--- src/rtl/game_controller.sv ---
// Player-movement sequencer: IDLE/PLAY/PAUSE/OVER state machine, turn-request FIFO and bounds-checked position.
// Define GAME_CONTROLLER_WRAP_EN to wrap out-of-range moves around the screen instead of ending the game.
module game_controller #(
  parameter int H_RES         = 640,
  parameter int V_RES         = 480,
  parameter int PLAYER_SIZE_X = 37,
  parameter int PLAYER_SIZE_Y = 42,
  parameter int STEP          = 5,
  parameter int START_X       = 320,
  parameter int START_Y       = 240,
  parameter int QUEUE_DEPTH   = 2
) (
  input  logic        clk,
  input  logic        rst,
  input  logic        tick,
  input  logic        start,
  input  logic [3:0]  key_edge,
  output logic [3:0]  direction,
  output logic [15:0] player_x,
  output logic [15:0] player_y,
  output logic [3:0]  game_state,
  output logic [15:0] move_count,
  output logic        moved
);

  typedef enum logic [3:0] {
    S_IDLE  = 4'b0001,
    S_PLAY  = 4'b0010,
    S_PAUSE = 4'b0100,
    S_OVER  = 4'b1000
  } state_t;

  localparam logic [3:0] DIR_R = 4'd1;
  localparam logic [3:0] DIR_D = 4'd2;
  localparam logic [3:0] DIR_U = 4'd4;
  localparam logic [3:0] DIR_L = 4'd8;
  localparam int CW = $clog2(QUEUE_DEPTH + 1);
  localparam logic signed [16:0] STEP_S = 17'(STEP);
  localparam logic signed [16:0] X_MAX  = 17'(H_RES - PLAYER_SIZE_X);
  localparam logic signed [16:0] Y_MAX  = 17'(V_RES - PLAYER_SIZE_Y);

  state_t          state_reg;
  logic [3:0]      fifo_reg  [QUEUE_DEPTH];
  logic [3:0]      fifo_next [QUEUE_DEPTH];
  logic [CW-1:0]   count_reg;
  logic [CW-1:0]   count_pop;
  logic [CW-1:0]   count_next;
  logic            moved_pend_reg;
  logic [3:0]      req;
  logic [3:0]      tail;
  logic [3:0]      new_dir;
  logic            play_cycle;
  logic            pop;
  logic            push;
  logic signed [16:0] nx;
  logic signed [16:0] ny;

  function automatic logic [3:0] reverse_dir(input logic [3:0] d);
    case (d)
      DIR_R:   return DIR_L;
      DIR_L:   return DIR_R;
      DIR_D:   return DIR_U;
      DIR_U:   return DIR_D;
      default: return 4'd0;
    endcase
  endfunction

  assign game_state = state_reg;
  assign play_cycle = (state_reg == S_PLAY) && !start;

  // Simultaneous keys resolve as R > D > L > U.
  always_comb begin
    req = 4'd0;
    if (key_edge[3])      req = DIR_R;
    else if (key_edge[2]) req = DIR_D;
    else if (key_edge[0]) req = DIR_L;
    else if (key_edge[1]) req = DIR_U;
  end

  // Tail is taken before any pop, so a lone queued entry still gates the push.
  always_comb begin
    tail = direction;
    for (int i = 0; i < QUEUE_DEPTH; i++)
      if (int'(count_reg) == i + 1) tail = fifo_reg[i];
  end

  assign pop       = play_cycle && tick && (count_reg != '0);
  assign new_dir   = pop ? fifo_reg[0] : direction;
  assign count_pop = count_reg - CW'(pop);
  assign push      = play_cycle && (req != 4'd0) && (req != tail) &&
                     (req != reverse_dir(tail)) && (int'(count_pop) < QUEUE_DEPTH);
  assign count_next = count_pop + CW'(push);

  for (genvar gi = 0; gi < QUEUE_DEPTH; gi++) begin : g_fifo
    logic [3:0] shifted;
    if (gi < QUEUE_DEPTH - 1) begin : g_mid
      assign shifted = pop ? fifo_reg[gi+1] : fifo_reg[gi];
    end else begin : g_last
      assign shifted = pop ? 4'd0 : fifo_reg[gi];
    end
    assign fifo_next[gi] = (push && int'(count_pop) == gi) ? req : shifted;
  end

  always_comb begin
    nx = $signed({1'b0, player_x});
    ny = $signed({1'b0, player_y});
    case (new_dir)
      DIR_R:   nx = nx + STEP_S;
      DIR_L:   nx = nx - STEP_S;
      DIR_D:   ny = ny + STEP_S;
      DIR_U:   ny = ny - STEP_S;
      default: ;
    endcase
  end

`ifdef GAME_CONTROLLER_WRAP_EN
  logic [15:0] wrap_x;
  logic [15:0] wrap_y;
  assign wrap_x = (nx > X_MAX) ? 16'd0 : (nx < 0) ? 16'(X_MAX) : nx[15:0];
  assign wrap_y = (ny > Y_MAX) ? 16'd0 : (ny < 0) ? 16'(Y_MAX) : ny[15:0];
`else
  logic in_range;
  assign in_range = (nx >= 0) && (nx <= X_MAX) && (ny >= 0) && (ny <= Y_MAX);
`endif

  always_ff @(posedge clk or posedge rst) begin
    if (rst) begin
      state_reg      <= S_IDLE;
      direction      <= 4'd0;
      player_x       <= 16'(START_X);
      player_y       <= 16'(START_Y);
      move_count     <= 16'd0;
      count_reg      <= '0;
      moved_pend_reg <= 1'b0;
      moved          <= 1'b0;
      for (int i = 0; i < QUEUE_DEPTH; i++) fifo_reg[i] <= 4'd0;
    end else begin
      moved_pend_reg <= 1'b0;
      moved          <= moved_pend_reg;
      if (start) begin
        unique case (state_reg)
          S_IDLE: begin
            state_reg  <= S_PLAY;
            direction  <= 4'd0;
            player_x   <= 16'(START_X);
            player_y   <= 16'(START_Y);
            move_count <= 16'd0;
            count_reg  <= '0;
          end
          S_PLAY:  state_reg <= S_PAUSE;
          S_PAUSE: state_reg <= S_PLAY;
          default: state_reg <= S_IDLE;
        endcase
      end else if (state_reg == S_PLAY) begin
        for (int i = 0; i < QUEUE_DEPTH; i++) fifo_reg[i] <= fifo_next[i];
        count_reg <= count_next;
        if (tick) direction <= new_dir;
        if (tick && new_dir != 4'd0) begin
`ifdef GAME_CONTROLLER_WRAP_EN
          player_x       <= wrap_x;
          player_y       <= wrap_y;
          moved_pend_reg <= 1'b1;
          if (move_count != 16'hFFFF) move_count <= move_count + 16'd1;
`else
          if (in_range) begin
            player_x       <= nx[15:0];
            player_y       <= ny[15:0];
            moved_pend_reg <= 1'b1;
            if (move_count != 16'hFFFF) move_count <= move_count + 16'd1;
          end else begin
            state_reg <= S_OVER;
            count_reg <= '0;
          end
`endif
        end
      end
    end
  end

endmodule

--- config.mk ---
export PLATFORM = sky130hd
export DESIGN_NAME = game_controller
export DESIGN_NICKNAME = d
export VERILOG_FILES = /design/src/rtl/game_controller.sv
export SDC_FILE = /design/constraint.sdc
export NUM_CORES = 1
export LEC_CHECK = 0
export BUFFER_PORTS_ARGS = -buffer_cell sky130_fd_sc_hd__buf_2
export CAP_MARGIN = 20
export CORE_ASPECT_RATIO = 0.7
export CORE_MARGIN = 5
export CORE_UTILIZATION = 45
export DETAILED_ROUTE_END_ITERATION = 10
export HOLD_SLACK_MARGIN = 0.05
export PLACE_DENSITY = 0.64
export SLEW_MARGIN = 20
export SYNTH_ARGS = -nofsm -noshare
export SYNTH_HDL_FRONTEND = slang
export SYNTH_SLANG_ARGS = --single-unit
--- constraint.sdc ---
create_clock -name clk -period 13.5 [get_ports clk]
set_input_delay 0.675 -clock clk [delete_from_list [all_inputs] [get_ports clk]]
set_output_delay 0.675 -clock clk [all_outputs]
set_load 0.1 [all_outputs]
Word level (Yosys, flattened, before mapping)
Cells that the tools add are included.
{ "word_totals": {"regBits": 68, "wordCells": 123, "input_bits": 8} }
{ "op_classes": {"reduce_logical": 33, "eq_ne": 19, "order_cmp": 5, "bitwise": 1, "muxes": 48, "addsub": 7} }
{ "ops": {"columns": ["operator", "count"], "rows": [
  ["$mux 16", 16],
  ["$mux 4", 18],
  ["$pmux 17 s2", 2],
  ["$add 16x3->17 const B", 2],
  ["$ge 17x1->1 const B", 2],
  ["$sub 16x3->17 const B", 2],
  ["$le 17x10->1 const B", 1],
  ["$le 17x11->1 const B", 1],
  ["$add 16x1->16 const B", 1],
  ["$ne 16x16->1 const B", 1],
  ["$pmux 4 s4", 1],
  ["$reduce_bool 2->1", 8],
  ["$logic_and 1x1->1", 13],
  ["$eq 4x1->1 const B", 3],
  ["$eq 4x2->1 const B", 3],
  ["$eq 4x3->1 const B", 3],
  ["$reduce_and 3->1", 4],
  ["$mux 2", 5],
  ["$eq 4x4->1 const B", 2],
  ["$ne 4x4->1", 2],
  ["$reduce_bool 4->1", 2],
  ["$eq 2x2->1 const B", 3],
  ["$pmux 3 s2", 1],
  ["$reduce_and 5->1", 1],
  ["other kinds (13)", 16]
]} }

Logic depth before layout (Yosys ltp)
Gate-level depths: netlist of run 1.
{ "depth": {"ltp_word": 15, "depth_mapped": 23} }

Worst setup path after synthesis of run 1
OpenSTA, ideal clock, no wires.
{ "synth_timing": {"path_type": "register to register", "startpoint": "register state_reg[1], in the netlist game_state[1]", "endpoint": "register move_count[3]", "period_less_slack_ns": 5.826, "setup_ns": 0.093, "path_buffers": 3, "arrival_time_ns": 5.733, "path_stages_with_launch": 19, "slack_ns": 7.674, "path_cell_list": "dfrtp_1 -> buf_2 -> nor4b_4 -> nand3_4 -> o21ai_0 -> inv_1 -> ha_1 -> a211oi_1 -> o211ai_1 -> a211oi_1 -> a211o_1 -> mux2i_1 -> o211ai_1 -> a211o_1 -> nand4bb_1 -> buf_2 -> buf_6 -> nor4_1 -> mux2i_1"} }
{ "synth_between": {"elab_chain_len": 13, "elab_cells_between_ends": 26, "cone_classes": "4 x order compare; 7 x eq/ne; 3 x mux; 12 x reduce/logical"} }
{ "synth_rtl": {"columns": ["element", "line_no", "rtl"], "rows": [
  ["start: declaration", "42", "state_t state_reg;"],
  ["start signal: assignment", "128", "state_reg <= S_IDLE;"],
  ["start signal: assignment", "143", "state_reg <= S_PLAY;"],
  ["start signal: assignment", "150", "S_PLAY: state_reg <= S_PAUSE;"],
  ["$eq 4x2->1", "69, 154", null],
  ["$logic_and 1x1->1", "69", "assign play_cycle = (state_reg == S_PLAY) && !start;"],
  ["$logic_and 1x1->1 (2 in a row)", "87", "assign pop = play_cycle && tick && (count_reg != '0);"],
  ["$mux 4", "88", "assign new_dir = pop ? fifo_reg[0] : direction;"],
  ["$eq 4x4->1 or $eq 4x1->1 (tied branches)", "107", "case (new_dir)"],
  ["$pmux 17 s2", "107", null],
  ["$ge 17x1->1 or $le 17x11->1 (tied branches)", "123", "assign in_range = (nx >= 0) && (nx <= X_MAX) && (ny >= 0) && (ny <= Y_MAX);"],
  ["$logic_and 1x1->1 (3 in a row)", "123", null],
  ["$reduce_bool 2->1 (no line)", null, null],
  ["$reduce_and 5->1 (no line) *", null, null],
  ["end signal: assignment", "169", "if (move_count != 16'hFFFF) move_count <= move_count + 16'd1;"],
  ["end: declaration", "22", "output logic [15:0] move_count,"]
]} }
Mark *: on every way between the ends. The rest lies on a longest branch, timed or not.
A chain may end at the register's enable or synchronous reset.

Worst setup path in the final report of run 1
{ "layout_timing": {"startpoint": "input port start", "endpoint": "register player_x[5]"} }
{ "layout_between": {"elab_chain_len": 13, "elab_cells_between_ends": 29, "cone_classes": "4 x order compare; 5 x eq/ne; 7 x mux; 13 x reduce/logical"} }
{ "layout_rtl": {"columns": ["element", "line_no", "rtl"], "rows": [
  ["start: declaration", "16", "input logic start,"],
  ["$logic_not 1->1", "69", null],
  ["$logic_and 1x1->1", "69", null],
  ["$logic_and 1x1->1 (2 in a row)", "87", null],
  ["$mux 4", "88", null],
  ["$eq 4x4->1 or $eq 4x1->1 (tied branches)", "107", null],
  ["$pmux 17 s2", "107", null],
  ["$ge 17x1->1 or $le 17x11->1 (tied branches)", "123", null],
  ["$logic_and 1x1->1 (3 in a row)", "123", null],
  ["$reduce_bool 2->1 (no line)", null, null],
  ["$reduce_and 4->1 (no line)", null, null],
  ["end signal: assignment", "130", "player_x <= 16'(START_X);"],
  ["end signal: assignment", "145", "player_x <= 16'(START_X);"],
  ["end signal: assignment", "166", "player_x <= nx[15:0];"],
  ["end: declaration", "19", "output logic [15:0] player_x,"]
]} }
Parallel ways exist; a longest one is shown, timed or not. The select of a mux whose other input is x is not followed.

==> results of run 1 <==
-- kinds of logic after synthesis --
| group | after synthesis | share of synthesized area |
|---|---|---|
| DFF | 68 | 0.307 |
| adders and majority gates | 35 | 0.0813 |
| buffers and inverters | 62 | 0.0454 |
| muxes | 24 | 0.0458 |
| and+or+nand+nor | 258 | 0.254 |
| xor gates and xnor gates | 30 | 0.0472 |
| AOI/OAI and AO/OA | 186 | 0.220 |
-- per-layer routing --
metal	track usage	up-vias
met5	0	-
met4	0.0526	0
met3	0.0529	16
li1	-	2577
met2	0.295	200
met1	0.329	2553
-- worst paths after layout --
path | endpoint | slack (ns) | cells past startpoint
worst min register to register | moved | 0.35 | 0
min in group asynchronous | fifo_reg[0] | 0.60 | 3
worst min-delay path | moved | 0.35 | 0
worst max-delay path | player_x[5] | 6.97 | 19
max in group asynchronous | player_y[11] | 12.35 | 3
worst max register to register | player_x[5] | 7.28 | 18
-- cell type report --
| cell class | instances | area (um2) |
|---|---|---|
| fill | 1213 | 5970 |
| multi-input combinational | 533 | 3620 |
| sequential | 68 | 1710 |
| timing repair buffer | 70 | 365 |
| clock buffer | 11 | 243 |
| tap | 162 | 203 |
| inverter | 23 | 88.8 |
| clock inverter | 4 | 50.0 |
-- cells in the final DEF (no fill, tap or decap), types with 13 or more instances in the layout --
cell type   n
a21o_1     15
a21oi_1    47
and3_1     20
buf_2      64
dfrtp_1    61
ha_1       33
inv_1      20
mux2i_1    17
nand2_1    67
nand3_1    24
nor2_1     37
nor3_1     22
o211ai_1   13
o21ai_0    31
xnor2_1    20
-- power breakdown --
group,switching (mW),total (mW),internal [mW]
clock network,0.0888,0.235,0.147
registers,0.0600,0.299,0.239
logic,0.323,0.459,0.136
-- critical path, delay by kind of cell --
family                     cells  cell delay (ns)
buffers and inverters          5             1.68
AOI/OAI and AO/OA              6             1.84
adders and majority gates      1             0.51
and+or+nand+nor                7             2.02
-- metrics by stage --
step                      area [um2]  instances  power, mW  utilization  setup WS [ns]
after floorplan                 5570        663      0.666            -           7.67
after global placement          5980        856      0.748        0.488           6.93
after detailed placement        5980        856      0.756        0.488           6.64
after CTS                       6270        871      0.996        0.512           6.99
after global routing            6280        871       1.05        0.513           6.53
final                           6280        871      0.993        0.513           6.97
==> results by group, run 1 <==
Finish
  – # diodes: 0
  – Largest regs: move_count: 16 flops, player_x: 16 flops, player_y: 16 flops
  – Layout cells sized above 1: 0.165
  – Area delta synth->final: 12.7%
  – Nets: 748

Clock tree
  – Worst-Skew Late Latency: 0.34 ns
  – Post-CTS Setup Inserts: 0
  – Total CTS buffers: 9
  – CTS tree: done
  – H-tree depth: 3
  – CTS resizes: 0
  – Worst-path clk slew: 0.05 ns
  – Clock buffer depth: 2
  – CTS Hold Buffers Added: 0
  – CTS root buf: clkbuf_16
  – Clk sink count: 68

STA
  – Min Tclk post-route: 6.53 ns
  – Tcrit/Tclk final: 0.484
  – Hold Worst Slack: 0.345 ns
  – Total negative slack: 0 ns
  – Clock Skew: 0.00785 ns
  – Measured slew at the worst slew-check pin: 0.912 ns
  – Pins Over Slew Limit: 0
  – Achievable Freq: 153 MHz
  – Slew HR: 0.392
  – Final-report hold violation count: 0
  – # setup viols final: 0
  – RSZ-0062 raised after global routing: false

Floorplan
  – Overall die width: 143 um
  – Starting Density: 0.455
  – Die height: 103 um
  – Area of the die: 14700 um2
  – Total core area: 12300 um2
  – I/O pin total: 65
  – Num rows: 34

Detailed routing
  – Drt total wl: 15.4 mm
  – WL met2: 6.26 mm
  – Via count: 5346
  – Post-Route M1 WL: 7.73 mm
  – Highest metal used: met4
  – DRT Pass-1 Iters: 5
  – Antenna Nets Post-Route: 0
  – Met3 wire length: 1.20 mm
  – Drt drc: 0
  – Detailed Route Iter0 Violations: 679
  – Wirelength per Cell: 17.7 um
  – Via-to-Cell Ratio: 6.14

Yosys
  – Ranking of synthesized cells by area: dfrtp_1 27%, ha_1 7.4%, nand2_1 4.5%, a21oi_1 4.2%, dfstp_2 3.3%
  – Cell Area, Synth: 5570 um2
  – Syn nets: 706
  – Sequential fraction of the synthesis area: 0.307
  – Yosys top cell by area: dfrtp_1
  – Unique masters post-synth: 67
  – Yosys Warn Count: 0
  – Async SR Flop Fraction: 1.00
  – Most numerous cell in the Yosys netlist: nand2_1
  – Syn avg cell area: 8.40 um2
  – Post-synth EDFFs: 0
  – FF+latch count, synth: 68
  – Synth Instances: 663
  – Top_reg_cell synth: dfrtp_1
  – Post-synth top area share: 0.274
  – Commonest cells in the netlist: 67 x nand2_1, 61 x dfrtp_1, 47 x a21oi_1

Critical path
  – Crit Path Category: primary input to register
  – Critical path's slowest cell: a221oi_1
  – WP data arrival: 6.75 ns
  – CP Max Fanout: 41
  – Endpoint class of the critical path: register
  – Worst-path cell chain: buf_2, inv_2, nand3_4, inv_4, nand2_1, a21boi_0, inv_1, fa_1, a21o_1, a221oi_1, o21bai_1, nor3_1, nand4bb_1, o2111ai_1, or4_1, nand4bb_2, buf_4, and2_1, a211o_1
  – CP required: 13.72 ns
  – Max incr delay on CP: 0.58 ns
  – Reg-to-Reg Start: count_reg[0]
  – CP Launch Point: start
  – Crit path launch type: primary input

Hold path
  – Worst hold path class: register to register
  – Hold Startpoint: moved_pend_reg

Place
  – Post-DP HPWL: 11.3 mm
  – GPL Wtd Cong: 0.931
  – IO Port Bufs: 64

Global route
  – First-pass GRT wire length: 25.4 mm
  – Vias in the first global route: 4852
  – Grt ovf: 0
  – Largest net degree at the start of global routing: 69
  – Initial antenna violation count: 0
  – Gr usage total: 0.213

Pwr
  – Static Leak: 2.85 nW
  – P per Cell Area: 158 nW/um2
  – Max VDD drop: 0.000129 V

Flow run
  – Max cap viols: 0

Outcome
  – Status: finished, final reports clean
(Power assumes the default switching activity.)
==> run 2, diff against run 1 <==
Clock period 13.5 ns to 6.8 ns, I/O delays scaled along.
==> run 2 against run 1 <==
Compared with the run above:
- routed wire length is 0.96% lower
- final cell count is 0.34% higher
- via count is 0.41% higher
- clock skew hardly changed
- critical path depth is 1 lower
- worst setup slack worse by 6.3 ns
- largest power group unchanged
- sequential share of layout area is 0.092 points lower
- sequential power is 98% higher
- global-route usage is 0.11 points lower
- largest cell class unchanged
- non-clock buffer count is 2 higher
==> results by group, run 2 (same netlist as run 1, synthesis figures left out) <==
Outcome
  – Status: finished, final reports clean

Detailed routing
  – Drt total wl: 15.2 mm (-0.96%)
  – Via-to-Cell Ratio: 6.14 (about the same)
  – Drt drc: 0 (unchanged)
  – DRT Pass-1 Iters: 5 (unchanged)
  – Detailed Route Iter0 Violations: 543 (-20%)
  – Antenna Nets Post-Route: 0 (unchanged)
  – Wirelength per Cell: 17.4 um (-1.3%)
  – Via count: 5368 (+0.41%)

Floorplan
  – Die height: 103 um (unchanged)
  – Num rows: 34 (unchanged)
  – Overall die width: 143 um (unchanged)
  – Starting Density: 0.455 (unchanged)
  – Total core area: 12300 um2 (unchanged)
  – Area of the die: 14700 um2 (unchanged)
  – I/O pin total: 65 (unchanged)

Clock tree
  – CTS Hold Buffers Added: 0 (unchanged)
  – Clock buffer depth: 2 (unchanged)
  – Worst-Skew Late Latency: 0.33 ns (about the same)
  – CTS tree: done
  – Clk sink count: 68 (unchanged)
  – CTS resizes: 0 (unchanged)
  – CTS root buf: clkbuf_16
  – Worst-path clk slew: 0.06 ns (about the same)
  – H-tree depth: 3 (unchanged)
  – Post-CTS Setup Inserts: 0 (unchanged)
  – Total CTS buffers: 9 (unchanged)

Global route
  – Gr usage total: 0.212 (-0.00106)
  – Grt ovf: 0 (unchanged)
  – Global Route met2 Usage: 0.306 (+0.0101)
  – M1 GR Usage: 0.330 (+0.000853)
  – First-pass GRT wire length: 25.3 mm (-0.32%)
  – Initial antenna violation count: 0 (unchanged)
  – Vias in the first global route: 4930 (+1.6%)
  – Largest net degree at the start of global routing: 69 (unchanged)
  – GR Util met3: 0.0389 (-0.0139)
  – Top Usage Layer GRT: met1

Finish
  – # diodes: 0 (unchanged)
  – Nets: 750 (+0.27%)
  – Area delta synth->final: 13.1%
  – Commonest non-fill, non-tap cell in the layout: nand2_1
  – Cell area after layout: 6300 um2 (+0.34%)
  – Fin util: 0.514 (+0.00174)
  – Layout cells sized above 1: 0.167 (+0.00211)
  – Commonest cells after routing, fill and taps aside: 67 x nand2_1, 64 x buf_2, 61 x dfrtp_1, 47 x a21oi_1, 37 x nor2_1
  – Largest regs: move_count: 16 flops, player_x: 16 flops, player_y: 16 flops

Pwr
  – Static Leak: 2.87 nW (+0.54%)
  – Max VDD drop: 0.000257 V (+100%)
  – Pint: 1.03 mW (+97%)
  – P per Cell Area: 313 nW/um2 (+98%)
  – Comb pwr share: 0.466 (+0.004)
  – Seq pwr share: 0.301 (about the same)
  – NetSw: 0.941 mW (+99%)
  – Clock share of power: 0.233 (-0.004)
  – Sw Share: 0.478 (+0.00256)

Critical path
  – CP Max Fanout: 28 (-32%)
  – Critical path's slowest cell: a221oi_1
  – Worst-path cell chain: nor4b_4, nand3_4, inv_4, nand2_1, a21boi_0, inv_1, ha_1, a21o_1, a221oi_1, o21bai_1, nor3_1, nand4bb_1, o2111ai_1, or4_1, nand4bb_2, buf_12, or4_1, a21oi_1
  – CP delay by family, top: simple AND/OR/NAND/NOR gates
  – Crit Path Category: register to register
  – Total number of cells along the worst setup path: 18 (-1)
  – Most frequent cell on the critical path: or4_1
  – Slack of the worst reg-to-reg path: 0.68 ns (-6.60 ns)
  – WP data arrival: 6.37 ns (-0.38 ns)
  – Cells on worst reg2reg path: 18 (unchanged)
  – CP required: 7.06 ns (-6.66 ns)
  – Max incr delay on CP: 0.65 ns (+0.07 ns)
  – Crit path launch type: register
  – Endpoint class of the critical path: register
  – Critical path buffers and inverters: 3 (-2)

Hold path
  – Worst hold path class: primary input to asynchronous set/reset pin

STA
  – Slew HR: 0.289 (-0.103)
  – # setup viols final: 0 (unchanged)
  – Total negative slack: 0 ns (unchanged)
  – Clock Skew: 0.00804 ns (+0.000184 ns)
  – Achievable Freq: 164 MHz
  – Pins Over Slew Limit: 0 (unchanged)
  – Measured slew at the worst slew-check pin: 1.05 ns (+0.140 ns)
  – Min Tclk post-route: 6.12 ns
  – Tcrit/Tclk final: 0.899
  – Hold Worst Slack: 0.258 ns (-0.0879 ns)
  – Final-report hold violation count: 0 (unchanged)
  – RSZ-0062 raised after global routing: false

Place
  – Post-DP HPWL: 11.4 mm (+0.59%)
  – GPL Wtd Cong: 0.931 (about the same)
  – IO Port Bufs: 64 (unchanged)
  – Post-DP Area: 6010 um2 (+0.46%)

Flow run
  – Max cap viols: 0 (unchanged)
## run 2: changes by cell type in the layout (fill, tap and decap cells not counted), sizes merged
cell	change
buf	+2
inv	+1
clkinv	+1
clkbuf	-1
## run 2: layer usage
metal | share of wire | vias up
met5 | 0 | -
met4 | 0.0096 | 0
met3 | 0.068 | 15
met2 | 0.41 | 200
met1 | 0.51 | 2564
li1 | - | 2589
## run 2: final cells by class
type,instances,area [um2]
clock inverters,6,63.8
inverters,23,88.8
flip-flops and latches,68,1710
repair buffers,72,393
well taps,162,203
clock buffers,10,229
fillers,1193,5950
multi-input cells,533,3610
## run 2: power groups by stage
| stage | clock network, mW | registers, mW | logic (mW) |
|---|---|---|---|
| after floorplan | 0 | 0.816 | 0.505 |
| after global placement | 0 | 0.590 | 0.899 |
| after detailed placement | 0 | 0.596 | 0.909 |
| after CTS | 0.470 | 0.589 | 0.913 |
| after global routing | 0.487 | 0.608 | 0.991 |
| final | 0.460 | 0.592 | 0.918 |
## run 2: through the flow
stage | std cells | power, mW | setup slack, ns
global route | 874 | 2.09 | 0.251
floorplan | 663 | 1.32 | 0.974
detailed placement | 858 | 1.51 | 0.801
finish | 874 | 1.97 | 0.684
global placement | 858 | 1.49 | 1.05
CTS | 874 | 1.97 | 0.753
## run 2: path summary, 6_finish.rpt
| check | startpoint | end |
|---|---|---|
| setup / recovery | game_state[3] | move_count[15] |
| hold reg to reg | moved_pend_reg | moved |
| max in group asynchronous | rst | player_x[7] |
| setup reg to reg | game_state[3] | move_count[15] |
| min in group clk | moved_pend_reg | moved |
| hold / removal | rst | move_count[10] |
## run 2: worst reg2reg max path, cell delays in order, from the launching register on
cell and delay (ns):
dfrtp_1 0.48, nor4b_4 0.41, nand3_4 0.23, inv_4 0.21
nand2_1 0.10, a21boi_0 0.18, inv_1 0.45, ha_1 0.39
a21o_1 0.22, a221oi_1 0.65, o21bai_1 0.22, nor3_1 0.20
nand4bb_1 0.16, o2111ai_1 0.11, or4_1 0.44, nand4bb_2 0.56
buf_12 0.34, or4_1 0.52, a21oi_1 0.16
